**src/rtl/morse_key_segmenter.sv**
```systemverilog
// Morse key segmenter: times marks and spaces in tick units, classifies dits/dahs
// and emits one registered strobe per completed character and per word gap.
//
// state     | meaning
// ----------+------------------------------------------------
// IDLE      | key up, nothing pending, no word open
// MARK      | key down, timing the mark
// SPACE_SYM | key up, symbols pending, waiting for char gap
// SPACE_CHR | character emitted, waiting for word gap
module morse_key_segmenter #(
    parameter int MAX_LEN    = 6,
    parameter int LEN_W      = 3,
    parameter int CNT_W      = 6,
    parameter int GLITCH_MAX = 1,
    parameter int DAH_MIN    = 8,
    parameter int MARK_MAX   = 40,
    parameter int CHAR_GAP   = 8,
    parameter int WORD_GAP   = 20
) (
    input  logic               clk,
    input  logic               rst_n,
    input  logic               tick,
    input  logic               key,
    output logic [MAX_LEN-1:0] dits_dahs,
    output logic [LEN_W-1:0]   len,
    output logic               word_end,
    output logic               error,
    output logic               ce
);

    typedef enum logic [1:0] {
        IDLE      = 2'd0,
        MARK      = 2'd1,
        SPACE_SYM = 2'd2,
        SPACE_CHR = 2'd3
    } state_t;

    localparam logic [CNT_W-1:0] CNT_MAX  = {CNT_W{1'b1}};
    localparam logic [CNT_W-1:0] GLITCH_C = CNT_W'(GLITCH_MAX);
    localparam logic [CNT_W-1:0] DAH_C    = CNT_W'(DAH_MIN);
    localparam logic [CNT_W-1:0] MARK_C   = CNT_W'(MARK_MAX);
    localparam logic [CNT_W-1:0] CHR_LAST = CNT_W'(CHAR_GAP - 1);
    localparam logic [CNT_W-1:0] WRD_LAST = CNT_W'(WORD_GAP - 1);
    localparam logic [LEN_W-1:0] LEN_FULL = LEN_W'(MAX_LEN);

    state_t             state, state_nxt;
    logic [CNT_W-1:0]   cnt, cnt_nxt, cnt_inc;
    logic [MAX_LEN-1:0] pend_bits, pend_bits_nxt;
    logic [LEN_W-1:0]   pend_len, pend_len_nxt;
    logic               pend_err, pend_err_nxt;
    logic               chr_strobe, wrd_strobe;

    assign cnt_inc = (tick && (cnt != CNT_MAX)) ? cnt + 1'b1 : cnt;

    always_ff @(posedge clk or negedge rst_n) begin
        if (!rst_n) begin
            state     <= IDLE;
            cnt       <= '0;
            pend_bits <= '0;
            pend_len  <= '0;
            pend_err  <= 1'b0;
        end else begin
            state     <= state_nxt;
            cnt       <= cnt_nxt;
            pend_bits <= pend_bits_nxt;
            pend_len  <= pend_len_nxt;
            pend_err  <= pend_err_nxt;
        end
    end

    always_comb begin
        state_nxt     = state;
        cnt_nxt       = cnt_inc;
        pend_bits_nxt = pend_bits;
        pend_len_nxt  = pend_len;
        pend_err_nxt  = pend_err;
        chr_strobe    = 1'b0;
        wrd_strobe    = 1'b0;
        case (state)
            IDLE: begin
                if (key) begin
                    state_nxt = MARK;
                    cnt_nxt   = '0;
                end
            end
            MARK: begin
                if (!key) begin
                    cnt_nxt = '0;
                    if (cnt <= GLITCH_C) begin
                        state_nxt = (pend_len == '0) ? IDLE : SPACE_SYM;
                    end else begin
                        state_nxt = SPACE_SYM;
                        if (pend_len == LEN_FULL) begin
                            pend_err_nxt = 1'b1;
                        end else begin
                            pend_bits_nxt = {pend_bits[MAX_LEN-2:0], (cnt >= DAH_C)};
                            pend_len_nxt  = pend_len + 1'b1;
                            if (cnt > MARK_C) pend_err_nxt = 1'b1;
                        end
                    end
                end
            end
            SPACE_SYM: begin
                if (key) begin
                    state_nxt = MARK;
                    cnt_nxt   = '0;
                end else if (tick && (cnt == CHR_LAST)) begin
                    // counter keeps running into SPACE_CHR so the word gap is measured from the last mark
                    chr_strobe    = 1'b1;
                    state_nxt     = SPACE_CHR;
                    pend_bits_nxt = '0;
                    pend_len_nxt  = '0;
                    pend_err_nxt  = 1'b0;
                end
            end
            SPACE_CHR: begin
                if (key) begin
                    state_nxt = MARK;
                    cnt_nxt   = '0;
                end else if (tick && (cnt == WRD_LAST)) begin
                    wrd_strobe = 1'b1;
                    state_nxt  = IDLE;
                    cnt_nxt    = '0;
                end
            end
            default: begin
                state_nxt = IDLE;
                cnt_nxt   = '0;
            end
        endcase
    end

    always_ff @(posedge clk or negedge rst_n) begin
        if (!rst_n) begin
            ce        <= 1'b0;
            dits_dahs <= '0;
            len       <= '0;
            word_end  <= 1'b0;
            error     <= 1'b0;
        end else begin
            ce <= chr_strobe | wrd_strobe;
            if (chr_strobe) begin
                dits_dahs <= pend_bits;
                len       <= pend_len;
                word_end  <= 1'b0;
                error     <= pend_err;
            end else if (wrd_strobe) begin
                dits_dahs <= '0;
                len       <= '0;
                word_end  <= 1'b1;
                error     <= 1'b0;
            end
        end
    end

endmodule

```
**config.mk**
```make
export PLATFORM = sky130hd
export DESIGN_NAME = morse_key_segmenter
export DESIGN_NICKNAME = d
export VERILOG_FILES = /design/src/rtl/morse_key_segmenter.sv
export SDC_FILE = /design/constraint.sdc
export NUM_CORES = 1
export LEC_CHECK = 0
export ABC_AREA = 1
export CAP_MARGIN = 15
export CORE_ASPECT_RATIO = 2
export CORE_MARGIN = 4
export CORE_UTILIZATION = 60
export DETAILED_ROUTE_END_ITERATION = 12
export PLACE_DENSITY = 0.88
export SLEW_MARGIN = 40
export SYNTH_ARGS = -nofsm -noshare
export SYNTH_HDL_FRONTEND = slang
export SYNTH_SLANG_ARGS = --single-unit
```
**constraint.sdc**
```tcl
create_clock -name clk -period 2.3 [get_ports clk]
set_clock_uncertainty 0.1 [all_clocks]
set_input_delay 0.46 -clock clk [delete_from_list [all_inputs] [get_ports clk]]
set_output_delay 0.46 -clock clk [all_outputs]
set_load 0.01 [all_outputs]
```
==> results of run 1 <==
==> worst max path at each step <==
| stage | startpoint | endpoint | slack (ns) | cells after the start |
|---|---|---|---|---|
| floorplan | cnt[0]$_DFF_PN0_ | pend_bits[1]$_DFFE_PN0P_ | 0.75 | 11 |
| CTS | cnt[1]$_DFF_PN0_ | pend_bits[2]$_DFFE_PN0P_ | 0.48 | 10 |
| global route | cnt[1]$_DFF_PN0_ | pend_bits[4]$_DFFE_PN0P_ | 0.34 | 10 |
| global placement | tick | pend_bits[4]$_DFFE_PN0P_ | 0.27 | 8 |
| detailed placement | key | len[2]$_DFFE_PN0P_ | 0.18 | 5 |
| finish | cnt[1]$_DFF_PN0_ | pend_bits[2]$_DFFE_PN0P_ | 0.46 | 10 |
==> kinds of logic (layout without fill, tap and decap cells) <==
family | after synthesis | after routing | synth area share [%]
AND/OR/NAND/NOR | 105 | 105 | 28.5
flip-flops | 30 | 30 | 46.4
buffers and inverters | 28 | 49 | 7.12
AO/OA/AOI/OAI | 27 | 27 | 10.7
adder cells (fa/ha/maj) | 8 | 8 | 6.19
XOR/XNOR | 2 | 2 | 1.08
==> per-layer routing <==
layer / vias to the layer above / share of wire [%] / wire length [µm]
met2: 38 / 56 / 1740
met4: 0 / 3.6 / 114
met3: 12 / 4.9 / 155
met1: 625 / 36 / 1130
met5: - / 0 / 0
li1: 666 / - / -
==> through the flow <==
stage,power (mW),setup WS (ns),std cells,hold slack (ns)
6_report,1.83,0.463,249,0.380
2_1_floorplan,1.26,0.751,200,0.0644
4_1_cts,1.84,0.481,249,0.381
3_5_place_dp,1.40,0.179,241,0.366
3_3_place_gp,1.35,0.269,241,0.356
5_1_grt,1.96,0.345,249,0.409
==> final cells by class <==
class                      instances  area (µm²)  area share (%)
clock inverter                     1        5.00           0.266
sequential                        30         751            39.8
multi-input combinational        142         752            39.9
tap                               28        35.0            1.86
timing repair buffer              17         165            8.76
clock buffer                       7        86.3            4.58
inverter                          24        90.1            4.78
==> cells in the mapped netlist <==
| library cell | instances | share of area, % |
|---|---|---|
| a21oi_1 | 9 | 2.8 |
| buf_2 | 2 | 0.62 |
| buf_6 | 1 | 0.70 |
| clkbuf_1 | 1 | 0.23 |
| dfrtp_1 | 30 | 46 |
| ha_1 | 8 | 6.2 |
| inv_1 | 22 | 5.1 |
| inv_2 | 2 | 0.46 |
| nand2_1 | 63 | 15 |
| nand2_2 | 1 | 0.39 |
| nand2_4 | 2 | 1.4 |
| nand3_1 | 19 | 5.9 |
| nand3_4 | 1 | 1.1 |
| nor2_1 | 13 | 3.0 |
| nor2_2 | 4 | 1.5 |
| nor3_1 | 2 | 0.62 |
| o21ai_0 | 6 | 1.9 |
| o21ai_1 | 2 | 0.62 |
| o21ai_2 | 10 | 5.4 |
| xnor2_1 | 1 | 0.54 |
| xor2_1 | 1 | 0.54 |
==> power by group through the flow <==
stage               sequential (mW)  clock (mW)  combinational, mW
global placement              0.731           0              0.618
global route                  0.745       0.464              0.748
detailed placement            0.739           0              0.661
floorplan                     0.716           0              0.548
CTS                           0.729       0.443              0.664
finish                        0.733       0.434              0.661
==> registers in the layout (all words and copies together) (netlist names) <==
register   cells
len            3
pend_err       1
word_end       1
state          2
error          1
cnt            6
pend_len       3
ce             1
dits_dahs      6
pend_bits      6
==> critical path, delay by kind of cell, from the launching register on <==
family | cells | cell delay (ns)
compound gates | 1 | 0.06
fa+ha+maj | 1 | 0.21
buf+inv | 2 | 0.19
flops | 1 | 0.41
simple gates | 6 | 0.74
==> flow_results.org, run 1 <==
** Floorplan
- The initial utilization of the core area, before any placement, comes to 63.0%.
- The floorplan step set the die width to 44.7 µm.
- The floorplan step defined a core boundary enclosing 2570 µm².
- The floorplan step defined a die boundary enclosing 3640 µm².
- Number of core rows :: 26
- Count of pins on the block boundary :: 16
- Vertical die dimension :: 81.4 µm

** Route
- The detail route stage leaves a number of antenna-violating nets equal to 0.
- Across all layers, the routed design uses 1341 vias.
- Per-cell routed wire length :: 12.6 µm
- Via-per-instance ratio :: 5.39
- The first routing iteration left 22 violations.
- Wire length after detailed routing :: 3.14 mm
- The first detailed-routing pass ran for 4 iterations.
- Post-route DRC violation count :: 0

** Global routing
- Total congestion overflow :: 0
- The initial antenna violation count was 0.
- In the global route stage, met1 resource usage came out at 17.3%.
- After global routing, the most crowded layer is met2.
- Global routing consumed, over all layers together, 20.2% of the routing resources.
- The first global-routing pass estimated 5.33 mm of wire.
- Met2 Use GR :: 38.2%
- Entering global routing, the biggest net connects 31 pins.
- Via count of the first global-routing pass :: 1309
- For met3 alone, demand over resource in global routing was 5.26%.

** Clock network
- After clock tree synthesis, the repair step resized 0 gates.
- In this run the post-CTS setup repair buffer count came out at 0.
- Clock root buffer master :: clkbuf_8
- CTS tree :: yes
- The clock passes through at most 2 buffers.
- Hold repair after CTS inserted 0 buffers.
- The clock net in this run drives a total of 30 sinks.
- The H-tree was split into 2 levels.
- Worst skew pair latency :: 0.29 ns
- After clock tree synthesis, the clock-pin slew on the worst setup and hold paths is 0.06 ns.
- Number of buffers inserted during clock tree synthesis :: 5

** Pwr
- Combinational cells account for 36.2% of the total power.
- Internal power comes to 1.10 mW.
- Sequential Power Share :: 40.1%
- The analysis attributes to net switching a power of 0.730 mW.
- Power spread over the standard cell area amounts to 970 nW/µm².
- IR analysis of the VDD net gives a maximum drop of 646 µV.
- Share of total power consumed by net switching :: 40.0%
- In this run the static leakage power is 0.988 nW.
- Relative contribution of the clock network to total power :: 23.7%

** Layout
- Fill cell total of the finished layout :: 198
- Number of nets at the end of the flow :: 232
- Final standard cell area without fillers :: 1880 µm²
- Commonest non-fill, non-tap cells in the layout :: nand2_1 (63), dfrtp_1 (30), inv_1 (22), nand3_1 (19), clkdlybuf4s50_1 (15)
- From synthesis to final layout, the design area changed by 16.5%.
- Leaving out fill and tap cells, the most frequent cell in the layout is nand2_1.
- Number of antenna repair diodes :: 0
- Final design utilization :: 73.3%
- In the final layout, the share of cells above drive strength 1 is 13.1%.

** Setup path
- Setup slack of the most critical reg-to-reg path :: 0.46 ns
- Cell type with the highest occurrence count on the critical path :: nand2_1
- For the worst setup path, the data arrival time is 1.90 ns.
- Biggest fanout along the worst timing path :: 18
- The worst register-to-register path ends at pend_bits[2]$_DFFE_PN0P_.
- CP Data Required Time :: 2.37 ns
- Traced cell by cell, the critical path runs through inv_1 -> ha_1 -> inv_1 -> nand2_1 -> nand3_1 -> nand2_1 -> nand2_1 -> nand3_4 -> nand2_1 -> o21ai_2.
- The largest single stage delay on the critical path is 0.41 ns.
- The worst setup path is launched from a flip-flop.
- Slowest library cell on the worst path :: dfrtp_1
- For the worst flop-to-flop path, the logic depth is 10.
- The startpoint identified for the worst register-to-register timing path is cnt[1]$_DFF_PN0_.
- The worst setup path is captured at a flip-flop.
- Crit Path Category :: reg2reg

** Synth
- Sequential element share of the synthesized area :: 46.4%
- Number of instances in the synthesized netlist :: 200
- Per-instance average area after synthesis :: 8.09 µm²
- FF+latch count, synth :: 30
- Counting every net in the synthesized netlist gives 212.
- In this run the cell area of the synthesized design comes to 1620 µm².
- Count of cell types in the netlist :: 21
- Yosys printed 0 warnings.

** Place
- The congestion estimate from routability-driven global placement came to 0.858.
- HPWL Detailed :: 2.44 mm
- Placed instance area :: 1790 µm²
- Count of buffers from port buffering :: 15

** Min path
- The path with the worst hold slack has its endpoint at error$_DFFE_PN0P_.
- Number of cells on the worst hold path :: 2
- The worst hold path begins at pend_err$_DFFE_PN0P_.
- Type of the tightest min-delay check :: reg2reg

** STA
- Post-route minimum period :: 1.84 ns
- For the pin with the worst max-slew slack, the measured transition is 0.378 ns.
- Number of endpoints failing setup at the final stage :: 0
- Of the available clock period, the critical path in the final layout requires 79.9%.
- Measured against its own limit, the worst slew margin works out to 74.7%.
- Summed negative setup slack over all endpoints :: 0 ns
- The final number of hold-violating endpoints came to 0.
- Setup repair after global routing left no endpoint under its margin.
- Upper clock frequency limit :: 544 MHz
- Final Slew Violations :: 0

** Status
- The flow ran to the end, and the final reports show no timing, DRC or antenna violations.

** Flow run
- Across the run, the number of max-cap violations was 0.
No activity file was read; power rests on OpenSTA's default activity.
==> run 2, diff against run 1 <==
--- a/config.mk
+++ b/config.mk
@@ -9,9 +9,9 @@
 export CAP_MARGIN = 15
 export CORE_ASPECT_RATIO = 2
 export CORE_MARGIN = 4
-export CORE_UTILIZATION = 60
+export CORE_UTILIZATION = 56
 export DETAILED_ROUTE_END_ITERATION = 12
-export PLACE_DENSITY = 0.88
+export PLACE_DENSITY = 0.84
 export SLEW_MARGIN = 40
 export SYNTH_ARGS = -nofsm -noshare
 export SYNTH_HDL_FRONTEND = slang
==> constraint.sdc (replaced) <==
create_clock -name clk -period 1.7 [get_ports clk]
set_clock_uncertainty 0.1 [all_clocks]
set_input_delay 0.34 -clock clk [delete_from_list [all_inputs] [get_ports clk]]
set_output_delay 0.34 -clock clk [all_outputs]
set_load 0.01 [all_outputs]
==> flow_results.org, run 2 (synthesis results as in run 1) <==
** Status
- The run finished with clean final reports.

** Layout
- From synthesis to final layout, the design area changed by 27.3%.
- Leaving out fill and tap cells, the most frequent cell in the layout is nand2_1.
- In the layout the commonest cells are nand2_1 (60), dfrtp_1 (29), inv_1 (20), nand3_1 (18), buf_4 (18).
- Fraction of final layout cells with drive strength greater than 1 :: 24.4%
- For this run, the post-layout net count is 249.
- Largest registers in the final layout :: cnt (6), dits_dahs (6), pend_bits (6)
- Number of antenna repair diodes :: 0

** Pwr
- Worst supply voltage drop on vdd :: 917 µV
- For this design the ratio of total power to cell area is 1300 nW/µm².
- P_leak :: 1.07 nW
- Total Power :: 2.68 mW

** Route
- Total vias in the final route :: 1390
- The detail route stage leaves a number of antenna-violating nets equal to 0.
- The first routing iteration left 29 violations.
- Wire length after detailed routing :: 3.37 mm
- Per-cell routed wire length :: 12.6 µm
- Using the TritonRoute via totals, the vias-per-cell ratio works out to 5.21.
- Pre-Repair DR Iteration Count :: 4
- For this run, design rule violations remaining after detail routing come to 0.

** Clock network
- Counting the buffers created by CTS gives 5.
- Clock tree buffer depth :: 2
- CTS tree :: yes
- Max H-tree Level :: 2
- Hold repair after CTS inserted 0 buffers.
- For the worst-skew pair, the clock arrives at the later sink with an insertion delay of 0.29 ns.
- Number of sinks on the clock net :: 30
- Clock-pin slew was measured on the worst setup and hold paths at 0.07 ns.
- In this run the clock root is driven by a clkbuf_8.

** Floorplan
- Core region area :: 2770 µm²
- Width of the chip :: 46.0 µm
- Number of core rows :: 27
- Die outline area :: 3860 µm²
- The die is 84.0 µm tall.
- Effective utilization at floorplan :: 58.4%
- For this design the top-level I/O count stands at 16.

** Flow run
- The tool flagged a number of max-cap violations equal to 0.

** STA
- The tightest hold path in the finished design has a slack of 0.341 ns.
- The max-slew violation count is 0.
- Unrepaired setup endpoints after global routing :: true
- Final critical-path share of the clock period :: 96.1%
- Tightest slew margin relative to the limit :: 75.2%
- For this run, the top clock speed supported by timing is 612 MHz.
- At the pin with the least slew margin, the transition time is 0.372 ns.
- Final hold violation count :: 0
- Setup violations remaining at the end of the flow were counted as 0.
- The worst path in the final design needs a cycle of 1.63 ns, including I/O delays and setup.

** Setup path
- Category of the worst setup path launch point :: flip-flop
- Arrival @ worst endpoint :: 1.72 ns
- Type of element capturing the critical path :: flip-flop
- The worst setup path is of the reg2reg kind.
- Biggest fanout along the worst timing path :: 5
- Data on the critical path is required at its endpoint by 1.78 ns.

** Place
- GP Congestion :: 0.891
- Once detailed placement completed, the half-perimeter wirelength came to 2.38 mm.
- The count of buffers added on input and output ports is 15.

** Global routing
- Largest net degree at the start of global routing :: 31
- The number of global-route vias before repair is 1300.
- For this run the aggregate overflow at the end of global routing stands at 0.
- Global routing used 18.9% of the available tracks.
- The initial antenna violation count was 0.
- First-pass GRT wire length :: 5.37 mm

** Min path
- Type of the tightest min-delay check :: in2async
run 2: cell types whose count changed in the layout (fill, tap and decap cells not counted), moves of 2 or more:
cell | previous run | this run
inv_2 | 2 | 4
inv_1 | 22 | 20
buf_4 | 2 | 18
nor2_1 | 13 | 11
nand2_2 | 1 | 4
nand2_1 | 63 | 60
run 2: worst paths after layout:
| kind | from | cells past startpoint | endpoint | slack (ns) |
|---|---|---|---|---|
| max | cnt[0]$_DFF_PN0_ | 11 | pend_err$_DFFE_PN0P_ | 0.07 |
| min | rst_n | 2 | len[0]$_DFFE_PN0P_ | 0.34 |
| max reg2reg | cnt[0]$_DFF_PN0_ | 11 | pend_err$_DFFE_PN0P_ | 0.07 |
| min reg2reg | pend_err$_DFFE_PN0P_ | 2 | error$_DFFE_PN0P_ | 0.38 |
| max in group asynchronous | rst_n | 2 | cnt[0]$_DFF_PN0_ | 0.87 |
| min in group clk | pend_err$_DFFE_PN0P_ | 2 | error$_DFFE_PN0P_ | 0.38 |
run 2: power by group:
part           switching (mW)  internal, mW
combinational           0.659         0.419
sequential              0.142         0.854
clock                   0.285         0.325
total                    1.09          1.60
run 2: timing repair:
item,4_1_cts,5_1_grt
setup endpoints to repair,0,14
endpoints found under the hold margin,0,0
buffers inserted,0,2
resized for setup,0,15
run 2: stage by stage:
step,utilization [%],instances,setup WS (ns),cell area (µm²),TNS (ns)
after floorplan,-,200,0.151,1620,0
after global placement,68.6,256,-0.141,1900,-2.31
after detailed placement,68.6,256,-0.197,1900,-3.02
after CTS,72.0,264,0.00370,1990,0
after global routing,74.3,267,-0.0541,2060,-0.204
final,74.3,267,0.0669,2060,0
run 2: final cells by class:
class	count	area (µm²)
tap	29	36.3
multi-input combinational	143	798
inverter	24	90.1
clock inverter	2	12.5
fill	212	711
clock buffer	6	82.6
sequential	30	752
timing repair buffer	33	288
run 2: worst max-delay path: stages (launching register included):
cell,delay [ns]
dfrtp_2,0.42
inv_1,0.07
ha_1,0.19
inv_1,0.06
nand2_1,0.06
nand3_1,0.07
nand2_1,0.08
buf_4,0.14
a21oi_2,0.16
nand2_1,0.08
nand2_1,0.06
nand2_1,0.04
run 2: layer usage:
layer	vias up	GRT usage, %	share of wire, %
li1	708	-	-
met1	650	19.1	36
met2	24	32.7	58
met3	8	4.32	3.4
met4	0	10.6	2.7
met5	-	0	0
==> run 3, diff against run 2 <==
--- a/config.mk
+++ b/config.mk
@@ -5,13 +5,13 @@
 export SDC_FILE = /design/constraint.sdc
 export NUM_CORES = 1
 export LEC_CHECK = 0
-export ABC_AREA = 1
+export ABC_AREA = 0
 export CAP_MARGIN = 15
 export CORE_ASPECT_RATIO = 2
 export CORE_MARGIN = 4
-export CORE_UTILIZATION = 56
+export CORE_UTILIZATION = 55
 export DETAILED_ROUTE_END_ITERATION = 12
-export PLACE_DENSITY = 0.84
+export PLACE_DENSITY = 0.83
 export SLEW_MARGIN = 40
 export SYNTH_ARGS = -nofsm -noshare
 export SYNTH_HDL_FRONTEND = slang
==> constraint.sdc (replaced) <==
create_clock -name clk -period 1.82 [get_ports clk]
set_clock_uncertainty 0.1 [all_clocks]
set_input_delay 0.364 -clock clk [delete_from_list [all_inputs] [get_ports clk]]
set_output_delay 0.364 -clock clk [all_outputs]
set_load 0.01 [all_outputs]
==> flow_results.org, run 3 <==
** STA
- Final critical-path share of the clock period :: 102%
- Final setup margin :: -0.0441 ns
- Hold timing on the final database bottoms out at a slack of 0.362 ns.
- Based on the critical path, the design can be clocked at up to 536 MHz.
- Tightest Pin Transition :: 0.417 ns
- Number of endpoints failing setup at the final stage :: 2
- Tightest slew margin relative to the limit :: 72.2%
- The max-slew violation count came to 0.
- Setup repair after global routing could not meet its margin everywhere.
- The final number of hold-violating endpoints was 0.
- Post-route minimum period :: 1.86 ns

** Synth
- After synthesis, the mean cell area works out to 11.0 µm².
- Number of warnings issued by yosys :: 0
- The synthesized netlist devotes 17.2% of its cell area to simple gates.
- Most numerous cell in the Yosys netlist :: dfrtp_1
- After synthesis, the largest family of logic cells by area is simple AND/OR/NAND/NOR gates.
- The portion of synthesized area spent on multiplexers is 4.56%.
- The cell count after synthesis came out at 140.
- The synthesized design contains 30 register bits.
- Count of flip-flops with a built-in enable after synthesis :: 0
- By area the synthesized netlist is led by dfrtp_1 (49%), ha_1 (6.5%), a22o_1 (6.3%).
- For this run, asynchronously set or reset flops after synthesis account for 100%.
- In this run the biggest area consumer among cell types represents 48.8% of the synthesized area.
- The number of nets handed over by synthesis was 152.
- Most frequent cells after synthesis :: dfrtp_1 (30), a22o_1 (11), nand2_1 (11), nor2_1 (11)
- Share of the synthesized area in compound gates (AO/OA/AOI/OAI) :: 16.7%
- The biggest area contributor in the post-synthesis netlist is dfrtp_1.
- After synthesis, the netlist uses 36 different library cells.
- Post-synth design cell area :: 1540 µm²
- Xor-xnor portion of the synthesized cell area :: 2.28%
- The most used flip-flop cell after synthesis is dfrtp_1.
- Sequential element share of the synthesized area :: 48.8%
- After Yosys synthesis, full adders, half adders and majority gates account for 6.51% of the synthesized area.

** Place
- Buffers placed on the I/O ports in this run total 15.
- Routability-driven placement finished with a final weighted congestion of 0.943.
- The placed instances occupy a cell area of 1860 µm².
- Number of cells in the design after placement :: 200
- HPWL Detailed :: 2.56 mm

** Layout
- After routing the design area is 2120 µm².
- Number of nets at the end of the flow :: 199
- Largest registers in the final layout :: cnt (6), dits_dahs (6), pend_bits (6)
- The count of cells in the finished layout, fillers not included, comes to 216.
- Fraction of final layout cells with drive strength greater than 1 :: 34.6%
- Commonest non-fill, non-tap cells in the layout :: dfrtp_1 (29), buf_4 (29), clkdlybuf4s50_1 (14), nor2_1 (11)
- Cells fill 81.4% of the core in the end.
- 0 antenna diodes ended up in the layout.
- Post-synthesis to final-layout area growth :: 37.8%

** Setup path
- Reg-to-Reg End :: pend_bits[0]$_DFFE_PN0P_
- Reg-to-reg critical path startpoint :: cnt[0]$_DFF_PN0_
- Data arrives at the worst endpoint at 1.94 ns.
- Worst Reg2Reg Path Length in Cells :: 6
- The worst setup path is captured at a flip-flop.
- The setup path with the least slack is of type reg2reg.
- For the worst setup path, the data required time is 1.89 ns.
- In this run the register-to-register setup slack is -0.04 ns.
- On the worst path, the slowest cell contributes a delay of 0.42 ns.
- For this design, the slowest cell found on the critical path is dfrtp_1.
- Cell family with most CP delay :: simple AND/OR/NAND/NOR gates
- Category of the worst setup path launch point :: flip-flop
- Crit path buffers/inverters :: 1
- Traced cell by cell, the critical path runs through ha_2 -> nand3_4 -> nor4_4 -> a21oi_4 -> buf_12 -> mux2_4.
- Biggest fanout along the worst timing path :: 4

** Clock network
- Clock tree buffer depth :: 2
- Number of sinks on the clock net :: 30
- Clock-pin slew was measured on the worst setup and hold paths at 0.06 ns.
- TritonCTS built the clock tree.
- Max H-tree Level :: 2
- Number of buffers inserted during clock tree synthesis :: 5
- Worst skew pair latency :: 0.29 ns
- After clock tree synthesis, the flow added hold-fix buffers numbering 0.
- Clock root buffer master :: clkbuf_8

** Status
- The flow ran to the end, but the final reports show violations.
- Failing checks :: setup timing

** Global routing
- Total congestion overflow :: 0
- Entering global routing, the biggest net connects 31 pins.
- Global routing consumed, over all layers together, 24.0% of the routing resources.
- The number of global-route vias before repair came to 1367.
- First-pass GRT wire length :: 6.33 mm
- Number of antenna violations at the first check in global routing :: 0

** Pwr
- Total Power :: 2.18 mW
- IR analysis of the VDD net gives a maximum drop of 875 µV.
- P_leak :: 1.00 nW
- Power spread over the standard cell area amounts to 1030 nW/µm².

** Route
- After detailed routing, the number of vias per cell comes to 6.07.
- Starting DRT DRC Count :: 43
- In the routed design, unresolved DRC markers number 0.
- Total vias in the final route :: 1312
- The first detailed-routing pass took 4 iterations.
- The detail route stage leaves a number of antenna-violating nets equal to 0.
- Wire length after detailed routing :: 4.05 mm
- In the final routed layout, each cell accounts on average for 18.8 µm.

** Min path
- Type of the tightest min-delay check :: in2async

** Floorplan
- Measured along the y axis, the die boundary spans 82.8 µm.
- Effective utilization at floorplan :: 59.1%
- Number of core rows :: 26
- Die outline area :: 3760 µm²
- Core region area :: 2600 µm²
- The die is 45.4 µm wide.
- During I/O placement, the number of pins put on the boundary was 16.

** Flow run
- Number of violations of the max-capacitance limit :: 0
## run 3: cell types whose count changed after synthesis, sizes merged, moves of 4 or more
cell	change
o21ai	-14
nand2	-55
a22o	+11
inv	-16
a21oi	-4
nor3	+4
nor2	-6
mux2i	+4
nand4	+4
nand3	-19
a21bo	+4
## run 3: layout make-up
class,count,area (µm²)
clock buffer,8,110
sequential,30,752
tap,28,35.0
fill,145,484
timing repair buffer,45,390
inverter,8,30.0
multi-input combinational,97,801
## run 3: cell families (layout without fill, tap and decap cells)
family,Yosys count,in the layout
simple gates,47,47
compound gates,32,32
flops,30,30
buf+inv,13,61
fa+ha+maj,8,8
mux,6,6
xor+xnor,4,4
## run 3: worst max-delay path by stage
stage                                start                  endpoint  cells after the start
after global placement                tick  pend_bits[0]$_DFFE_PN0P_                      5
after floorplan           cnt[3]$_DFF_PN0_  pend_bits[0]$_DFFE_PN0P_                      5
final                     cnt[0]$_DFF_PN0_  pend_bits[0]$_DFFE_PN0P_                      6
after global routing      cnt[3]$_DFF_PN0_  pend_bits[0]$_DFFE_PN0P_                      5
after detailed placement              tick        len[0]$_DFFE_PN0P_                      6
after CTS                 cnt[1]$_DFF_PN0_  pend_bits[2]$_DFFE_PN0P_                      7
## run 3: metrics by stage
stage | worst slack [ns] | TNS [ns]
3_3_place_gp | -0.167 | -2.36
6_report | -0.0441 | -0.0740
5_1_grt | -0.0938 | -0.648
2_1_floorplan | 0.0111 | 0
4_1_cts | -0.00234 | -0.00377
3_5_place_dp | -0.214 | -4.08
## run 3: repair_timing
item / in CTS / in global routing
endpoints found under the setup margin: 16 / 22
pin swaps: 2 / 4
setup buffers: 5 / 3
resized for setup: 9 / 13
## run 3: where the power goes
part,switching [mW],internal (mW)
Clock,0.251,0.381
Combinational,0.315,0.341
Sequential,0.119,0.774
## run 3: layer usage
metal,vias to the layer above,global-route usage [%],wire length [µm]
li1,593,-,-
met1,655,22.8,1380
met2,44,42.6,2290
met3,20,5.40,176
met4,0,17.0,209
met5,-,0,0
